**config.mk**
```make
export PLATFORM = sky130hd
export DESIGN_NAME = subtrator_serial
export DESIGN_NICKNAME = d
export VERILOG_FILES = /design/src/rtl/arith_pkg.sv /design/src/rtl/somador_bit.sv /design/src/rtl/subtrator_serial.sv
export SDC_FILE = /design/constraint.sdc
export NUM_CORES = 1
export LEC_CHECK = 0
export CAP_MARGIN = 15
export CORE_MARGIN = 2
export CORE_UTILIZATION = 40
export DETAILED_ROUTE_END_ITERATION = 10
export RECOVER_POWER = 50
export SETUP_SLACK_MARGIN = 0.2
export SYNTH_ARGS = -nofsm -noshare
export SYNTH_HDL_FRONTEND = slang
export SYNTH_SLANG_ARGS = --single-unit
```
**constraint.sdc**
```tcl
create_clock -name clk -period 3.27 [get_ports clk]
set_input_delay 0.981 -clock clk [delete_from_list [all_inputs] [get_ports clk]]
set_output_delay 0.981 -clock clk [all_outputs]
set_load 0.01 [all_outputs]
```
**src/rtl/arith_pkg.sv**
```systemverilog
// Shared arithmetic definitions: subtractor FSM states, default width and the
// validity-flag polarity used by both the adder and the serial subtractor.
package arith_pkg;

    localparam int DEFAULT_WIDTH = 8;

    localparam logic FLAG_OK  = 1'b1;
    localparam logic FLAG_OVF = 1'b0;

    typedef enum logic [1:0] {IDLE, SHIFT, DONE} sub_state_t;

    // Signed overflow shows up as disagreement between carry-in and carry-out of the MSB.
    function automatic logic msb_flag(input logic i_cin_msb, input logic i_cout_msb);
        return (i_cin_msb ^ i_cout_msb) ? FLAG_OVF : FLAG_OK;
    endfunction

endpackage

```
**src/rtl/somador_bit.sv**
```systemverilog
// Combinational 1-bit full adder.
module somador_bit (
    input  logic x,
    input  logic y,
    input  logic cin,
    output logic sum,
    output logic cout
);

    assign sum  = x ^ y ^ cin;
    assign cout = (x & y) | (x & cin) | (y & cin);

endmodule

```
**src/rtl/subtrator_serial.sv**
```systemverilog
// Bit-serial signed subtractor, s = a - b, LSB first, one bit per clock.
// Subtraction is a + ~b + 1: the inverted subtrahend is latched and carry starts at 1.
module subtrator_serial
    import arith_pkg::*;
#(
    parameter int WIDTH = DEFAULT_WIDTH
) (
    input  logic             clk,
    input  logic             rst,
    input  logic             start,
    input  logic [WIDTH-1:0] a,
    input  logic [WIDTH-1:0] b,
    output logic             busy,
    output logic             done,
    output logic [WIDTH-1:0] s,
    output logic             flag
);

    localparam int CNT_W = $clog2(WIDTH) + 1;
    localparam logic [CNT_W-1:0] LAST_CNT = CNT_W'(WIDTH - 1);

    sub_state_t       r_state;
    sub_state_t       w_state_nxt;

    logic [WIDTH-1:0] r_opa;
    logic [WIDTH-1:0] r_opb;
    logic [WIDTH-1:0] r_acc;
    logic             r_carry;
    logic [CNT_W-1:0] r_cnt;
    logic [WIDTH-1:0] r_s;
    logic             r_flag;

    logic             w_sum;
    logic             w_cout;
    logic             w_accept;
    logic             w_last;
    logic [WIDTH-1:0] w_acc_nxt;

    somador_bit u_fa (
        .x    (r_opa[0]),
        .y    (r_opb[0]),
        .cin  (r_carry),
        .sum  (w_sum),
        .cout (w_cout)
    );

    always_comb begin
        w_state_nxt = r_state;
        w_accept    = 1'b0;
        w_last      = 1'b0;
        unique case (r_state)
            IDLE: begin
                w_accept = start;
                if (start) w_state_nxt = SHIFT;
            end
            SHIFT: begin
                w_last = (r_cnt == LAST_CNT);
                if (w_last) w_state_nxt = DONE;
            end
            DONE: begin
                w_accept    = start;
                w_state_nxt = start ? SHIFT : IDLE;
            end
            default: w_state_nxt = IDLE;
        endcase
    end

    assign w_acc_nxt = {w_sum, r_acc[WIDTH-1:1]};

    always_ff @(posedge clk or posedge rst) begin
        if (rst) r_state <= IDLE;
        else     r_state <= w_state_nxt;
    end

    always_ff @(posedge clk or posedge rst) begin
        if (rst) begin
            r_opa   <= '0;
            r_opb   <= '0;
            r_acc   <= '0;
            r_carry <= 1'b0;
            r_cnt   <= '0;
            r_s     <= '0;
            r_flag  <= FLAG_OK;
        end else begin
            if (w_accept) begin
                r_opa   <= a;
                r_opb   <= ~b;
                r_carry <= 1'b1;
                r_cnt   <= '0;
            end else if (r_state == SHIFT) begin
                r_opa   <= {1'b0, r_opa[WIDTH-1:1]};
                r_opb   <= {1'b0, r_opb[WIDTH-1:1]};
                r_acc   <= w_acc_nxt;
                r_carry <= w_cout;
                r_cnt   <= r_cnt + CNT_W'(1);
            end
            // On the final bit r_carry is the carry into the MSB, w_cout the carry out.
            if (w_last) begin
                r_s    <= w_acc_nxt;
                r_flag <= msb_flag(r_carry, w_cout);
            end
        end
    end

    assign busy = (r_state == SHIFT);
    assign done = (r_state == DONE);
    assign s    = r_s;
    assign flag = r_flag;

endmodule

```
### After elaboration in Yosys (flattened, before gate mapping)

Index checks and enable logic that the tools add are counted.
W data, S select, Z words.

* reduce and logical (&&, ||, !) cells: 5
* muxes and demuxes: 15
* equality and inequality tests: 5
* bitwise logic cells: 10
* $add $sub $neg: 1

Operator list (number)
* $mux W8: 4
* $mux W4: 2
* $not A8 Y8: 1
* $mux W1: 6
* $pmux W2 S3: 1
* $add A4 B1 Y4 const B: 1
* $eq A4 B3 Y1 const B: 1
* $mux W2: 2
* $reduce_and A2 Y1: 2
* $and A1 B1 Y1: 3
* $xor A1 B1 Y1: 3
* $eq A2 B1 Y1 const B: 1
* $eq A2 B2 Y1 const B: 1
* $logic_not A2 Y1: 1
* $ne A2 B1 Y1 const B: 1
* $ne A2 B2 Y1 const B: 1
* $or A1 B1 Y1: 2
* $reduce_bool A2 Y1: 1
* $reduce_or A2 Y1: 1
* $not A1 Y1: 1

* flip-flop bits (word level): 40

### Depth between registers and ports, before layout

Gate-level depths: netlist of the first run.

* word-level depth: 5
* mapped depth: 7

### By module

A second synthesis of the first run with hierarchy kept.

* cell total of the unflattened synthesis: 145
* area total of the unflattened synthesis: 1626.6 µm²

By module, submodules not included
* subtrator_serial: cells each 144, area an instance 1606.5 µm², seq. area each 977.2 µm², times used 1
* somador_bit: cells each 1, area an instance 20.0 µm², seq. area each 0.0 µm², times used 1

### Least setup slack after synthesis of the first run

No wires, ideal clock.

* path kind: flip-flop to output port
* start: register r_state[1]
* end: output port busy
* data required time: 2.289 ns
* slack: 1.193 ns
* arrival time: 1.096 ns
* stages on the path, launching flop included: 6
* path through: dfrtp_1 nand2b_1 buf_6 inv_1 buf_2 buf_2

* cells in the longest elaborated chain, start to end: 1

Ends and longest elaborated chain
* start: declaration: line subtrator_serial.sv:22 `sub_state_t r_state;`
* start signal: assignment: line subtrator_serial.sv:72 `else r_state <= w_state_nxt;`
* $eq A2 B1 Y1: line subtrator_serial.sv:105 `assign busy = (r_state == SHIFT);`
* end: declaration: line subtrator_serial.sv:13 `output logic busy,`

No other way between the ends.

### Worst setup path in the final report of the first run

Ends and elaborated chain as after synthesis.

==> results of run 1 <==
-- report_power, final --
part / switching (mW) / internal, mW
Combinational: 0.376 / 0.395
Clock: 0.154 / 0.150
Sequential: 0.137 / 0.711
Total: 0.667 / 1.26
-- cell usage after synthesis, drive strengths merged (3+ instances only) --
library cell  instances  area [sq um]
nor3                  6         41.29
nand2                32         120.1
buf                   5         31.28
dfrtp                38         950.9
a221o                 7         70.07
clkbuf                3         11.26
mux2                 10         112.6
nor2                 15         58.81
o22ai                 5         31.28
-- registers in the layout (all words and copies together), names as in the netlist --
name,cells
flag,1
r_acc,7
r_carry,1
r_cnt,4
r_opa,8
r_opb,8
r_state,2
s,8
-- final timing paths --
kind                                  from        to  slack [ns]
min in group asynchronous              rst  r_acc[1]        1.42
worst min-delay path              r_acc[1]  r_acc[1]        0.48
worst max register to register  r_state[1]  r_opb[5]        0.80
max in group asynchronous              rst  r_opb[3]        1.27
worst min register to register    r_acc[1]  r_acc[1]        0.48
worst max-delay path            r_state[1]      busy        0.69
-- metrics by stage --
stage                     hold slack [ns]  power [mW]
final                              0.4831       1.922
after global routing               0.5143       2.099
after CTS                          0.4931       1.964
after detailed placement           0.4753       1.652
after global placement             0.4557       1.619
after floorplan                    0.4402       1.395
-- critical path, stage by stage, from the launching register on --
cell,delay (ns)
dfrtp_1,0.37
nand2b_1,0.14
buf_4,0.20
inv_1,0.09
clkdlybuf4s50_1,0.53
-- final cells by class --
class	count	area, sq um
Sequential cell	39	977.2
Inverter	2	7.507
Tap cell	50	62.56
Multi-Input combinational cell	94	576.8
Clock buffer	7	76.32
Timing Repair Buffer	32	306.5
Fill cell	351	1931
Clock inverter	1	5.005
-- metal layers --
layer  up-vias  share of wire [%]  wire length, microns
met2        29                 50                  1475
met3         5                4.1                   122
met1       558                 44                  1303
li1        548                  -                     -
met5         -                  0                     0
met4         0                1.6                    48
-- kinds of logic (layout without fill, tap and decap cells) --
logic type	count (synthesis)	count (layout)	share of synthesized area [%]
flops	39	39	60.50
mux	12	12	8.211
buf+inv	10	42	3.098
xor+xnor	2	2	1.085
simple gates	60	60	16.27
fa+ha+maj	2	2	2.014
compound gates	18	18	8.831
-- placed cells by master (no fill, tap or decap), types with 3 or more instances in the layout --
master           count
clkbuf_1             3
mux2_2              10
clkbuf_8             5
nand2_1             32
clkdlybuf4s50_1     28
a221o_1              7
dfrtp_1             38
o22ai_1              5
nor3_1               6
nor2_1              14
==> key figures, run 1 <==
Timing
  – Final setup margin: 0.6868 ns
  – Tmin final: about 2.6 ns
  – Final Max Tran Viols: 0
  – Worst-Margin Slew: 1.341 ns
  – Period utilization: slightly below 80%
  – Rel. slew slack: under 10%
  – Final hold violation count: 0
  – Fmax: around 390 MHz
  – Final Skew: approximately 0.0035 ns
  – Final setup fails: 0
  – Final TNS setup: 0 ns
  – Unrepaired setup endpoints after global routing: false

Global route
  – Initial antenna violation count: 0
  – Vias in the first global route: 1079
  – Global Route met1 Usage: a little under 20%
  – GRT overflow: 0
  – Met2 Use GR: about a quarter
  – Grt met3 use: under 10%
  – Largest net degree at the start of global routing: 40
  – Most Used Layer, Global Route: met2
  – Overall Global Routing Usage: 15.36%
  – First-pass GRT wire length: roughly 5100 microns

CTS
  – Max H-tree Level: 2
  – # resized after CTS: 0
  – Clock Latency Late Sink: between 0.2 and 0.3 ns
  – Setup bufs post-CTS: 0
  – CTS tree: yes
  – Clk slew on worst S/H paths: about 0.07 ns
  – Clk sinks: 39
  – Root buf cell: clkbuf_8
  – CTS buffer count: 5
  – Clock Path Buffers: 2
  – CTS Hold Bufs: 0

Synthesis
  – Post-Syn Instances: approximately 140
  – Post-synth cell types: 29
  – Seq cells post-synth: 39
  – Syn_nets: roughly 160
  – Sequential area share after synthesis: roughly three fifths
  – Total of warnings raised by yosys: 0
  – Main synth FF type: dfrtp_1
  – Syn_area_per_cell: between 10 and 15 sq um
  – Number of synthesized flops with an enable pin: 0
  – Async SR Flop Fraction: 100.0%
  – Synth Cell Area: 1615 sq um

Floorplanning
  – Die area: 4562 sq um
  – IO Count: 30
  – Initial Utilization: about 41%
  – Std cell rows: 23
  – Die Span Y: 67.55 microns
  – Die W: between 60 and 70 microns
  – Core ar.: between 3000 and 4000 sq um

Critical path
  – CP startpoint kind: flip-flop
  – Crit path kind: reg2out
  – Required time of the critical path: ~2.3 ns
  – CP arrival: between 1.5 and 2 ns
  – Reg2reg path depth: 6
  – Top fanout value on the critical path: 18
  – Critical Path End Type: output port

Finish
  – Ant. Diodes: 0
  – Final net count: 195
  – Non-Filler Instances: 225
  – Final Cell Area: ~2000 sq um
  – Synth-to-Final Area Change: 24.55%
  – Final Util: 51.03%
  – Layout cells sized above 1: approximately 11%

Routing
  – DR DRC count: 0
  – Post-DR vias/cell: 5.067
  – Initial DRC Count: 52
  – Routed vias: about 1100
  – Router iterations before antenna repair: 4
  – Routed len/inst: roughly 13 microns
  – DRT antenna net count: 0
  – Total routed wirelength: between 2000 and 3000 microns

Min path
  – Hold crit path type: reg2reg
  – Hold depth: 2

Placement
  – Port bufs: 29
  – Setup WS pre-CTS: 0.8226 ns
  – Placed cells: about 220
  – Post-place instance area: about 1900 sq um
  – Dpl hpwl: roughly 2000 microns
  – GP Congestion: between 0.7 and 0.8

Power
  – Pwr dens: roughly 960 nW/um^2
  – Leakage: between 0.9 and 1 nW
  – VDD IR max: roughly 0.00041 V

Run status
  – Status: finished clean

Job
  – Max_cap viols: 0
No activity file was read; power rests on OpenSTA's default activity.
==> run 2, diff against run 1 <==
Clock period 3.27 ns to 2.7 ns, I/O delays scaled along.
==> run 2 against run 1 <==
  * First-iteration DRC count decreased by 19%
  * Combinational power increased by 21%
  * Non-clock buffer count stayed put
  * Sequential share of layout area is 0.24 points lower
  * Clock skew increased by 0.0050 ns
  * Clock power up 21%
  * Power increased by 21%
  * Clock-buffer cell count grew 1
  * Largest cell class unchanged
==> key figures, run 2 (same netlist as run 1, synthesis figures left out) <==
Timing
  – Rel. slew slack: between 15 and 20%
  – Tmin final: 2.265 ns
  – Fmax: 441.5 MHz
  – Unrepaired setup endpoints after global routing: false
  – Final TNS setup: 0 ns
  – Worst-Margin Slew: between 1 and 1.5 ns
  – Final hold violation count: 0
  – Hold Slack: around 0.47 ns
  – Final setup fails: 0
  – Period utilization: a little over four fifths
  – Final Max Tran Viols: 0
  – Final Skew: between 0.008 and 0.009 ns

Critical path
  – CP startpoint kind: flip-flop
  – Crit path kind: reg2reg
  – Top fanout value on the critical path: 29
  – Critical Path End Type: flip-flop
  – Required time of the critical path: around 2.9 ns
  – CP arrival: about 2.4 ns

Floorplanning
  – Initial Utilization: slightly above 40%
  – Core ar.: about 3900 sq um
  – Die Span Y: 67.55 microns
  – IO Count: 30
  – Die W: ~68 microns
  – Std cell rows: 23
  – Die area: about 4600 sq um

Routing
  – Routed vias: 1146
  – DRT antenna net count: 0
  – Total routed wirelength: approximately 2900 microns
  – Router iterations before antenna repair: 4
  – Initial DRC Count: 42
  – DR DRC count: 0
  – Post-DR vias/cell: between 5 and 6
  – Routed len/inst: 12.87 microns

Min path
  – Hold crit path type: reg2reg

Global route
  – GRT overflow: 0
  – Vias in the first global route: approximately 1100
  – Overall Global Routing Usage: 14.83%
  – Largest net degree at the start of global routing: 40
  – First-pass GRT wire length: just under 5000 microns
  – Initial antenna violation count: 0

Placement
  – GP Congestion: 0.7191
  – Port bufs: 29
  – Dpl hpwl: between 1500 and 2000 microns

Finish
  – Final Util: 51.29%
  – Layout cells sized above 1: 11.43%
  – Final net count: 195
  – Register area: slightly below 1000 sq um
  – Multi-input gate area: a little under 600 sq um
  – Commonest non-fill, non-tap cell in the layout: dfrtp_1
  – Ant. Diodes: 0
  – Most frequent cells in the layout: dfrtp_1, nand2_1, clkdlybuf4s50_1
  – Synth-to-Final Area Change: 25.17%
  – Final-layout fill cell count: between 300 and 400

CTS
  – CTS Hold Bufs: 0
  – Clk slew on worst S/H paths: approximately 0.070 ns
  – Clock Path Buffers: 2
  – Clk sinks: 39
  – Clock Latency Late Sink: 0.28 ns
  – CTS buffer count: 5
  – CTS tree: yes
  – Root buf cell: clkbuf_8
  – Setup bufs post-CTS: 0
  – Max H-tree Level: 2
  – # resized after CTS: 0

Power
  – VDD IR max: roughly 0.0005 V
  – Pwr dens: about 1200 nW/um^2
  – Leakage: between 0.9 and 1 nW
  – Pwr Total: around 2.3 mW

Run status
  – Status: finished clean

Job
  – Max_cap viols: 0
==> run 2: cell types whose count changed in the layout (fill, tap and decap cells not counted), sizes merged <==
cell / before / now
clkinv: 1 / 0
clkbuf: 9 / 10
==> run 2: critical path: stages, from the launching register on <==
cell,delay (ns)
dfrtp_1,0.37
nand2b_1,0.15
inv_1,0.07
clkbuf_1,0.92
nor2_2,0.26
a221o_1,0.37
==> run 2: layer usage <==
metal,part of all wire [%],GRT usage (%),routed length [microns]
met3,4.8,5.000,139
met2,49,25.12,1412
met5,0,0,0
met4,1.6,6.122,47
met1,45,17.12,1296
==> run 2: per-stage QoR <==
| step | area, sq um | setup WS, ns | cells |
|---|---|---|---|
| after floorplan | 1615 | 0.7941 | 143 |
| after global placement | 1948 | 0.4554 | 217 |
| after detailed placement | 1948 | 0.4280 | 217 |
| after CTS | 2028 | 0.4536 | 225 |
| after global routing | 2022 | 0.2234 | 225 |
| final | 2022 | 0.4350 | 225 |
==> run 2: worst paths after layout <==
| path | to | slack [ns] | cells after the start | start |
|---|---|---|---|---|
| hold / removal | r_acc[1] | 0.47 | 2 | r_acc[1] |
| max in group asynchronous | r_opa[3] | 0.87 | 3 | rst |
| hold reg to reg | r_acc[1] | 0.47 | 2 | r_acc[1] |
| setup / recovery | r_opb[1] | 0.44 | 5 | r_state[1] |
| min in group asynchronous | s[1] | 1.25 | 3 | rst |
| setup reg to reg | r_opb[1] | 0.44 | 5 | r_state[1] |
==> run 2: report_power, final <==
| group | switching, mW | total (mW) | internal (mW) |
|---|---|---|---|
| Clock | 0.185 | 0.369 | 0.183 |
| Combinational | 0.454 | 0.934 | 0.480 |
| Sequential | 0.171 | 1.03 | 0.861 |
| Total | 0.810 | 2.33 | 1.52 |
==> run 2: final cells by class <==
class / count / area share (%)
flip-flops and latches: 39 / 48.33
multi-input cells: 94 / 29.08
well taps: 50 / 3.094
repair buffers: 32 / 15.16
clock buffers: 8 / 3.960
inverters: 2 / 0.3713
==> run 3, diff against run 2 <==
Clock period 2.7 ns to 2.1 ns, I/O delays scaled along.
==> run 3 against run 2 <==
  * Highest routed layer unchanged
  * First-iteration DRC count up 45%
  * Largest power group unchanged
  * Critical endpoint is now s[6]
  * Sequential cell count unchanged
  * Final cell count up 1.3%
  * Clock-buffer cell count down 2
==> key figures, run 3 (same netlist as run 1, synthesis figures left out) <==
Run status
  – Status: finished clean

Routing
  – Post-DR vias/cell: approximately 5.0
  – DRT antenna net count: 0
  – DR DRC count: 0
  – Routed len/inst: about 13 microns
  – Routed vias: ~1100
  – Total routed wirelength: 3000 microns
  – Router iterations before antenna repair: 4
  – Initial DRC Count: just over 60

Timing
  – Fmax: ~550 MHz
  – Rel. slew slack: a little over a third
  – Tmin final: ~1.8 ns
  – Final setup fails: 0
  – Hold Slack: between 0.4 and 0.5 ns
  – Final Max Tran Viols: 0
  – Final Skew: 0.006289 ns
  – Final TNS setup: 0 ns
  – Unrepaired setup endpoints after global routing: false
  – Final setup margin: between 0.2 and 0.3 ns
  – Final hold violation count: 0
  – Worst-Margin Slew: roughly 0.96 ns
  – Period utilization: approximately 86%

Finish
  – Final net count: between 150 and 200
  – Synth-to-Final Area Change: 28.74%
  – Commonest non-fill, non-tap cell in the layout: dfrtp_1
  – Most frequent cells in the layout: dfrtp_1, nand2_1, clkdlybuf4s50_1
  – Final Util: a little over half
  – Ant. Diodes: 0
  – Final Cell Area: approximately 2100 sq um
  – Layout cells sized above 1: between 10% and 20%
  – Final-layout fill cell count: ~360

Job
  – Max_cap viols: 0

Critical path
  – CP arrival: around 1.2 ns
  – Required time of the critical path: between 1 and 1.5 ns
  – Critical path depth: 1
  – CP max stage cell: clkdlybuf4s50_1
  – Reg2reg path depth: 5
  – Crit-path cells: clkdlybuf4s50_1
  – Crit-path max cell delay: 0.53 ns
  – WP buf/inv: 1
  – CP startpoint kind: flip-flop
  – Crit path kind: reg2out
  – Crit path max-delay family: buffers and inverters
  – Critical Path End Type: output port
  – Top fanout value on the critical path: 2

Floorplanning
  – Initial Utilization: ~41%
  – Die Span Y: 67.55 microns
  – IO Count: 30
  – Std cell rows: 23
  – Die W: 67.55 microns
  – Die area: roughly 4600 sq um
  – Core ar.: between 3000 and 4000 sq um

Placement
  – Port bufs: 29
  – Post-place instance area: 1983 sq um
  – Setup WS pre-CTS: roughly 0.23 ns
  – Dpl hpwl: slightly above 2000 microns
  – GP Congestion: about 0.8

Min path
  – Hold depth: 2
  – Hold crit path type: reg2reg

CTS
  – Clk sinks: 39
  – CTS tree: yes
  – Clock Path Buffers: 2
  – CTS buffer count: 5
  – Clk slew on worst S/H paths: about 0.070 ns
  – Clock Latency Late Sink: 0.29 ns
  – CTS Hold Bufs: 0
  – Max H-tree Level: 2
  – Root buf cell: clkbuf_8

Power
  – VDD IR max: 0.0006038 V
  – Pwr dens: about 1500 nW/um^2
  – Leakage: 0.9547 nW

Global route
  – Largest net degree at the start of global routing: 40
  – Overall Global Routing Usage: between 10% and 20%
  – First-pass GRT wire length: approximately 5300 microns
  – Vias in the first global route: about 1200
  – GRT overflow: 0
  – Initial antenna violation count: 0
-- run 3: cell types whose count changed in the layout (fill, tap and decap cells not counted), sizes merged --
cell,before,now
buf,1,4
clkdlybuf4s50,28,25
dlygate4sd2,0,3
clkbuf,10,8
bufinv,0,1
clkinv,0,1
-- run 3: metal layers --
layer	up-vias	wire, microns	global-route usage (%)
li1	553	-	-
met1	555	1354	18.81
met2	23	1465	26.59
met3	5	126	4.500
met4	0	53	7.653
met5	-	0	0
-- run 3: power by group --
group / internal (mW) / switching [mW]
clock: 0.384 / 0.255
sequential: 1.11 / 0.217
combinational: 0.620 / 0.599
total: 2.11 / 1.07
-- run 3: what timing repair did --
action / CTS / global route
endpoints found under the setup margin: 3 / 0
resized for setup: 3 / 0
setup buffers: 0 / 0
-- run 3: layout make-up --
type	instances	area (sq um)	share of cell area [%]
sequential	39	977.2	46.99
multi-input combinational	94	588.1	28.28
timing repair buffer	35	326.6	15.70
clock buffer	6	82.58	3.971
tap	50	62.56	3.008
clock inverter	2	35.03	1.685
inverter	2	7.507	0.3610
-- run 3: final timing paths --
kind	start	slack (ns)	to
max	s[6]	0.30	s[6]
min	r_acc[1]	0.48	r_acc[1]
max reg2reg	r_state[1]	0.37	r_opb[3]
min reg2reg	r_acc[1]	0.48	r_acc[1]
max in group asynchronous	rst	0.44	r_opb[0]
min in group asynchronous	rst	1.07	s[1]
-- run 3: stage by stage --
step	power, mW	cells
after floorplan	2.172	143
after global placement	2.540	220
after detailed placement	2.610	220
after CTS	3.239	228
after global routing	3.455	228
final	3.181	228
